==> config.mk <==
export PLATFORM = sky130hd
export DESIGN_NAME = branch_ctrl
export DESIGN_NICKNAME = d
export VERILOG_FILES = /design/src/rtl/branch_ctrl_pkg.sv /design/src/rtl/branch_ctrl_cond_eval.sv /design/src/rtl/branch_ctrl.sv
export SDC_FILE = /design/constraint.sdc
export NUM_CORES = 1
export LEC_CHECK = 0
export ABC_AREA = 1
export CAP_MARGIN = 20
export CORE_MARGIN = 2
export CORE_UTILIZATION = 50
export CTS_CLUSTER_DIAMETER = 50
export DETAILED_ROUTE_END_ITERATION = 8
export PLACE_DENSITY_LB_ADDON = 0.08
export SYNTH_ARGS = -nofsm -noshare
export SYNTH_HDL_FRONTEND = slang
export SYNTH_SLANG_ARGS = --single-unit
==> constraint.sdc <==
create_clock -name clk -period 2.87 [get_ports clk]
set_input_delay 0.287 -clock clk [delete_from_list [all_inputs] [get_ports clk]]
set_output_delay 0.287 -clock clk [all_outputs]
set_load 0.03 [all_outputs]
==> src/rtl/branch_ctrl_pkg.sv <==
// Shared opcode, condition, flag-index and state definitions for the branch controller.
package branch_ctrl_pkg;

    localparam logic [4:0] OP_B   = 5'b10100;
    localparam logic [4:0] OP_BCC = 5'b10111;

    localparam logic [2:0] COND_BE  = 3'b000;
    localparam logic [2:0] COND_BLT = 3'b001;
    localparam logic [2:0] COND_BLE = 3'b010;
    localparam logic [2:0] COND_BNE = 3'b011;

    localparam int FLAG_S = 3;
    localparam int FLAG_Z = 2;
    localparam int FLAG_C = 1;
    localparam int FLAG_V = 0;

    typedef enum logic [1:0] {
        RUN   = 2'd0,
        FLUSH = 2'd1,
        HALT  = 2'd2
    } state_t;

    function automatic logic [11:0] sext12(input logic [7:0] d);
        return {{4{d[7]}}, d};
    endfunction

endpackage

==> src/rtl/branch_ctrl_cond_eval.sv <==
// Combinational evaluation of a Bcc condition against a {s,z,c,v} flag set.
module branch_cond_eval
    import branch_ctrl_pkg::*;
(
    input  logic [2:0] cond,
    input  logic [3:0] flags,
    output logic       take,
    output logic       is_cond
);

    logic lt_s;
    logic unused_c_s;

    // Carry is kept in the flag register but no condition consumes it.
    assign unused_c_s = flags[FLAG_C];
    assign lt_s       = flags[FLAG_S] ^ flags[FLAG_V];

    // Condition table; the 1xx encodings are not branches at all.
    always_comb begin
        take    = 1'b0;
        is_cond = ~cond[2];
        case (cond)
            COND_BE:  take = flags[FLAG_Z];
            COND_BLT: take = lt_s;
            COND_BLE: take = flags[FLAG_Z] | lt_s;
            COND_BNE: take = ~flags[FLAG_Z];
            default:  take = 1'b0;
        endcase
    end

endmodule

==> src/rtl/branch_ctrl.sv <==
// Branch controller: owns the PC and flag register, redirects on taken branches,
// squashes wrong-path fetch slots and stops on HLT.
module branch_ctrl
    import branch_ctrl_pkg::*;
#(
    parameter logic [11:0] RESET_PC     = 12'h000,
    parameter int          FLUSH_CYCLES = 1
) (
    input  logic        clk,
    input  logic        rst_n,
    input  logic        instr_valid,
    input  logic [15:0] instr,
    input  logic [3:0]  code_in,
    input  logic        code_we,
    input  logic        stall,
    output logic [11:0] pc,
    output logic [3:0]  flags,
    output logic        taken,
    output logic        squash,
    output logic        halted
);

    state_t      state_r;
    logic [11:0] pc_r;
    logic [3:0]  flags_r;
    logic [2:0]  cnt_r;
    logic        taken_r;
    logic        squash_r;
    logic        halted_r;

    logic        is_b_s;
    logic        is_bcc_s;
    logic        is_hlt_s;
    logic        branch_s;
    logic [3:0]  eval_flags_s;
    logic [11:0] target_s;
    logic        take_s;
    logic        is_cond_s;

    branch_cond_eval u_cond (
        .cond    (instr[10:8]),
        .flags   (eval_flags_s),
        .take    (take_s),
        .is_cond (is_cond_s)
    );

    // Instruction decode, flag bypass and branch target computation.
    always_comb begin
        is_b_s       = (instr[15:11] == OP_B);
        is_bcc_s     = (instr[15:11] == OP_BCC);
        is_hlt_s     = (instr[15:14] == 2'b11) && (instr[7:4] == 4'b1111);
        eval_flags_s = code_we ? code_in : flags_r;
        branch_s     = is_b_s || (is_bcc_s && is_cond_s && take_s);
        target_s     = pc_r + 12'd1 + sext12(instr[7:0]);
    end

    // PC, flag register and RUN/FLUSH/HALT sequencing.
    always_ff @(posedge clk or negedge rst_n) begin
        if (!rst_n) begin
            state_r  <= RUN;
            pc_r     <= RESET_PC;
            flags_r  <= 4'b0000;
            cnt_r    <= 3'd0;
            taken_r  <= 1'b0;
            squash_r <= 1'b0;
            halted_r <= 1'b0;
        end else begin
            // Writeback is independent of fetch, so stall does not block it.
            if (code_we && (state_r != HALT)) begin
                flags_r <= code_in;
            end
            case (state_r)
                RUN: begin
                    if (!stall) begin
                        taken_r <= 1'b0;
                        if (instr_valid) begin
                            if (branch_s) begin
                                pc_r     <= target_s;
                                taken_r  <= 1'b1;
                                squash_r <= 1'b1;
                                cnt_r    <= 3'(FLUSH_CYCLES - 1);
                                state_r  <= FLUSH;
                            end else if (is_hlt_s) begin
                                halted_r <= 1'b1;
                                state_r  <= HALT;
                            end else begin
                                pc_r <= pc_r + 12'd1;
                            end
                        end
                    end
                end
                FLUSH: begin
                    if (!stall) begin
                        taken_r <= 1'b0;
                        if (cnt_r == 3'd0) begin
                            squash_r <= 1'b0;
                            state_r  <= RUN;
                        end else begin
                            cnt_r <= cnt_r - 3'd1;
                        end
                    end
                end
                HALT: begin
                    state_r <= HALT;
                end
                default: begin
                    state_r <= RUN;
                end
            endcase
        end
    end

    assign pc     = pc_r;
    assign flags  = flags_r;
    assign taken  = taken_r;
    assign squash = squash_r;
    assign halted = halted_r;

endmodule

After elaboration in Yosys (flattened, before gate mapping):

Index checks and enable logic that the tools add are counted.

* bits in registers: 24
* logic and storage cells: 77

* $add $sub $neg: 3
* eq/ne operators: 18
* muxes and demuxes: 28
* bitwise operators: 6
* reduce and logical (&&, ||, !) cells: 15

Operators by type and width (number)
* 12-bit 2-to-1 mux: 2
* 3-bit 2-to-1 mux: 5
* 2-bit != test, second input constant: 7
* 12-bit by 1-bit adder with 12-bit output, second input constant: 1
* 12-bit adder: 1
* 2-bit 2-to-1 mux: 6
* 6-bit AND reduction: 2
* 5-bit equality test, second input constant: 2
* 5-bit AND reduction: 2
* 1-bit 2-to-1 mux: 9
* 3-bit by 2-bit equality test with 1-bit output, second input constant: 2
* 3-bit zero test: 2
* 2-bit case mux with 3 select lines: 1
* 3-bit case mux with 2 select lines: 1
* 2-bit equality test, second input constant: 2
* 4-bit equality test, second input constant: 1
* 1-bit logical AND: 4
* 4-bit 2-to-1 mux: 1
* 1-bit inverter: 4
* 1-bit case mux with 2 select lines: 2
* 1-bit case mux with 4 select lines: 1
* 4-bit AND reduction: 1
* 3-bit by 1-bit equality test with 1-bit output, second input constant: 1
* 3-bit != test, second input constant: 1
* 9 further kinds: 9

Longest topological paths before layout:

* depth after elaboration: 10
* depth in mapped cells: 21

Cells and area by module:

From an unflattened synthesis, not the netlist that was laid out.

* cell total of the unflattened synthesis: 321
* area, all modules: 2165.8 µm²

Modules (own cells, without submodules)
* branch_ctrl: times used 1, cells an instance 305, area each 2100.8 µm², seq. area each 600.6 µm²
* branch_cond_eval: times used 1, cells an instance 16, area each 65.1 µm², seq. area each 0.0 µm²

Worst setup path after synthesis:

Ideal clock, no wire load.

* path type: register -> register
* from: register pc_r[1], in the netlist pc[1]
* to: register pc_r[11], in the netlist pc[11]
* arrival: 2358 ps
* slack: 395 ps
* stages on the path, launching flop included: 21
* cell sequence: dfrtp_1 ha_1 nand2_1 inv_1 nand2_2 nor2_2 nand3_2 xnor2_2 ha_1 nand2_1 inv_1 a21oi_1 nand2_1 nor2_1 inv_1 nand2_1 nand2_1 nand2_1 nand2_1 nand2_1 nand2_1

* longest elaborated chain between the ends: 3

Ends and longest elaborated chain
* start, declared: line branch_ctrl.sv:24 `logic [11:0] pc_r;`
* start signal, assigned: line branch_ctrl.sv:78 `pc_r <= target_s;`
* start signal, assigned: line branch_ctrl.sv:87 `pc_r <= pc_r + 12'd1;`
* 12-bit by 1-bit adder with 12-bit output (*): line branch_ctrl.sv:54, branch_ctrl.sv:87
* 12-bit adder or 12-bit 2-to-1 mux (tied branches): line branch_ctrl.sv:54, branch_ctrl.sv:83
* 12-bit 2-to-1 mux (*): line branch_ctrl.sv:77 `if (branch_s) begin`

Every way passes the cells marked *; elsewhere a longest branch is shown, timed or not. The select of a mux whose other input is x is not followed.
A chain may end at the register's enable or synchronous reset.

Worst setup path in the final report:

* from: register pc_r[0], in the netlist pc[0]
* to: register pc_r[11], in the netlist pc[11]

Same word-level chain as after synthesis.

==> results by group <==
Timing
  – Fmax: approximately 0.4 GHz
  – Final setup viols: 0
  – Fin crit period: around 2.5 ns
  – Slew @ Worst Pin: about 0.44 ns
  – Clk_skew: between 0.004 and 0.005 ns
  – Rel. slew slack: 70.7%
  – RSZ-0062 raised after global routing: false
  – Slew Viols, Final: 0
  – Setup TNS: 0 ns
  – Post-route clock period utilization: roughly 88%
  – Final Hold Fails: 0

Drt
  – Vias: approximately 2,200
  – Antenna-violating nets left: 0
  – Via/cell ratio: about 5.0
  – DR DRC count: 0
  – Wire per inst: ~12 um
  – Total wire length: just over 5 mm
  – Pre-antenna DRT Iters: 4
  – Iteration-0 DRC Markers: 92

Power and ir drop
  – P per Cell Area: around 860 nW/um2
  – Comb pwr share: approximately 64%
  – P_int: around 1.2 mW
  – Clock Power Share: roughly an eighth
  – P_leak: between 1 and 1.5 nW
  – Flop pwr share: between 20% and 30%
  – Net switching power figure: 1.13 mW
  – Maximum VDD drop: roughly 0.47 mV
  – Sw Ratio: a little under half

Run status
  – Status: finished, final reports clean

CTS
  – Worst-path clk slew: ~0.090 ns
  – Setup Fix Bufs, Post-CTS: 0
  – Clock Latency Late Sink: about 0.27 ns
  – Post-CTS Resized: 0
  – H-tree depth: 1
  – CTS Sinks: 24
  – Num CTS Buffers: 3
  – Cts hold-fix bufs: 0
  – Clock tree buffer depth: 2
  – CTS tree: built
  – Clk root buf: clkbuf_8

Placed design
  – Port bufs: between 40 and 50
  – Placed instance count: between 400 and 500
  – Cell Area, Placed: about 2700 um2
  – Routability cong.: 0.900
  – Dpl hpwl: between 4 and 5 mm

Logic synthesis
  – Synth area leader: dfrtp_1
  – Distinct cells, synth: 38
  – Synthesized flop and latch total: 24
  – Mapped Area: between 2000 and 2500 um2
  – Top cells by area, synth: dfrtp_1 (27%), nand2_1 (22%), ha_1 (9.1%), inv_1 (8.0%), nand3_1 (4.3%)
  – Register area share after synthesis: 27.4%
  – Syn nets: around 370
  – Synth Area per Inst: approximately 6.6 um2
  – Post-synth top area share: a little over a quarter
  – EDFF count, synth: 0
  – Main synth FF type: dfrtp_1
  – Synth Warn #: 0
  – Asr flop ratio synth: 100%
  – Post-synthesis instance total: 331
  – Top-count cell post-synth: nand2_1
  – Post-synth top cells: nand2_1 (127), inv_1 (47), dfrtp_1 (24)

Critical path
  – Internal reg-to-reg setup slack: 0.35 ns
  – R2R Path End: pc[11]
  – Critical Path Sink: pc[11]
  – WP data required: roughly 3.0 ns
  – Worst Setup SP: pc[0]
  – Worst Setup End Kind: flop
  – Worst Path Arrival: 2.68 ns
  – Reg-to-Reg Start: pc[0]
  – Crit path kind: flop to flop
  – Worst-path maximum fanout: 5
  – R2R depth: 19
  – Worst Setup Start Kind: flop

Global route
  – Largest net degree at the start of global routing: 25
  – Global-route wire length before repair: 9.20 mm
  – Vias in the first global route: between 2,000 and 2,500
  – Total GRT Usage: between 20% and 30%
  – GRT Residual Overflow: 0
  – Initial antenna violation count: 0

Die
  – Die area: ~4900 um2
  – Initial Utilization: 51.1%
  – # IOs: 44
  – Die width: between 70 and 80 um
  – Row count: 24
  – Core area: between 4000 and 5000 um2
  – Die Y: roughly 70 um

Run
  – Max cap viols: 0

Finish
  – Total Nets Final: between 400 and 500
  – Area Growth Syn to Fin: 25.8%
  – Ant. Diodes: 0
  – Design Area, Final: between 2000 and 3000 um2
  – Final non-filler cell total: 430
  – Share of layout cells above drive strength 1: 6.88%
  – Fill cells: between 300 and 400

Worst hold path
  – Hold Crit Class: primary input to asynchronous set/reset pin
## stage by stage
step / setup WS (ns) / total power [mW] / hold slack (ns) / utilization [%]
after CTS: 0.360 / 2.38 / 0.387 / 64.3
after floorplan: 0.395 / 1.63 / -0.00859 / -
after global routing: 0.0790 / 2.60 / 0.390 / 64.3
final: 0.350 / 2.37 / 0.381 / 64.3
after detailed placement: 0.378 / 2.08 / 0.451 / 62.7
after global placement: 0.452 / 2.05 / 0.450 / 62.7
## power by group through the flow
stage          clock [mW]  combinational, mW  sequential [mW]
2_1_floorplan           0              0.894            0.731
3_3_place_gp            0               1.49            0.566
3_5_place_dp            0               1.51            0.572
4_1_cts             0.305               1.51            0.565
5_1_grt             0.318               1.70            0.585
6_report            0.296               1.51            0.564
## routing by layer
metal  share of wire, %  global-route usage, %
met1                 45                   29.6
met3                4.5                   3.61
met5                  0                      0
met4                1.9                   5.77
met2                 48                   39.6
## cell usage in the layout (no fill, tap or decap), types with 2 or more instances in the layout
master,n
a21o_1,2
a21oi_1,6
buf_4,3
clkbuf_8,3
clkdlybuf4s50_1,43
dfrtp_1,24
ha_1,16
inv_1,47
mux2_2,2
nand2_1,127
nand2_2,6
nand3_1,19
nand4_1,5
nor2_1,21
nor2_2,2
o21ai_0,8
o21ai_1,9
o21ai_2,2
xnor2_1,6
xor2_1,8
## sequential cells by signal, indices dropped and copies added (netlist names)
name	flops
squash	1
state_r	2
flags	4
cnt_r	3
halted	1
pc	12
taken	1
## cell families (layout without fill, tap and decap cells)
group	after synthesis	after routing	synth area share, %
buffers and inverters	52	99	9.40
XOR/XNOR	15	15	6.33
AND/OR/NAND/NOR	187	187	36.2
multiplexers	2	2	1.03
flip-flops	24	24	27.4
adder cells (fa/ha/maj)	17	17	10.0
AO/OA/AOI/OAI	34	34	9.69
## cell type report
class / instances / area [um2] / area share [%]
Clock buffer: 3 / 41.3 / 1.49
Sequential cell: 24 / 601 / 21.7
Timing Repair Buffer: 46 / 453 / 16.4
Tap cell: 52 / 65.1 / 2.36
Inverter: 49 / 184 / 6.66
Clock inverter: 1 / 30.0 / 1.09
Multi-Input combinational cell: 255 / 1390 / 50.3
## worst max-delay path: stages, from the launching register on
cell and delay, ns:
dfrtp_1 0.40, inv_1 0.09, nor2_2 0.23, nand2_1 0.13, nor2_1 0.13, xnor2_1 0.13, clkinv_1 0.13, ha_1 0.32
nand2_1 0.09, inv_1 0.05, a21oi_1 0.15, nand2_1 0.07, nor2_1 0.14, inv_1 0.06, nand2_1 0.06, nand2_1 0.04
nand2_1 0.05, nand2_1 0.04, nand2_1 0.05, nand2_1 0.05
## worst min path at each step
| stage | endpoint | slack (ns) | cells past startpoint |
|---|---|---|---|
| after floorplan | cnt_r[0] | -0.009 | 0 |
| after CTS | state_r[1] | 0.39 | 2 |
| after global routing | pc[9] | 0.39 | 2 |
| after detailed placement | halted | 0.45 | 1 |
| final | state_r[1] | 0.38 | 2 |
| after global placement | halted | 0.45 | 1 |
No activity file was read; power rests on OpenSTA's default activity.
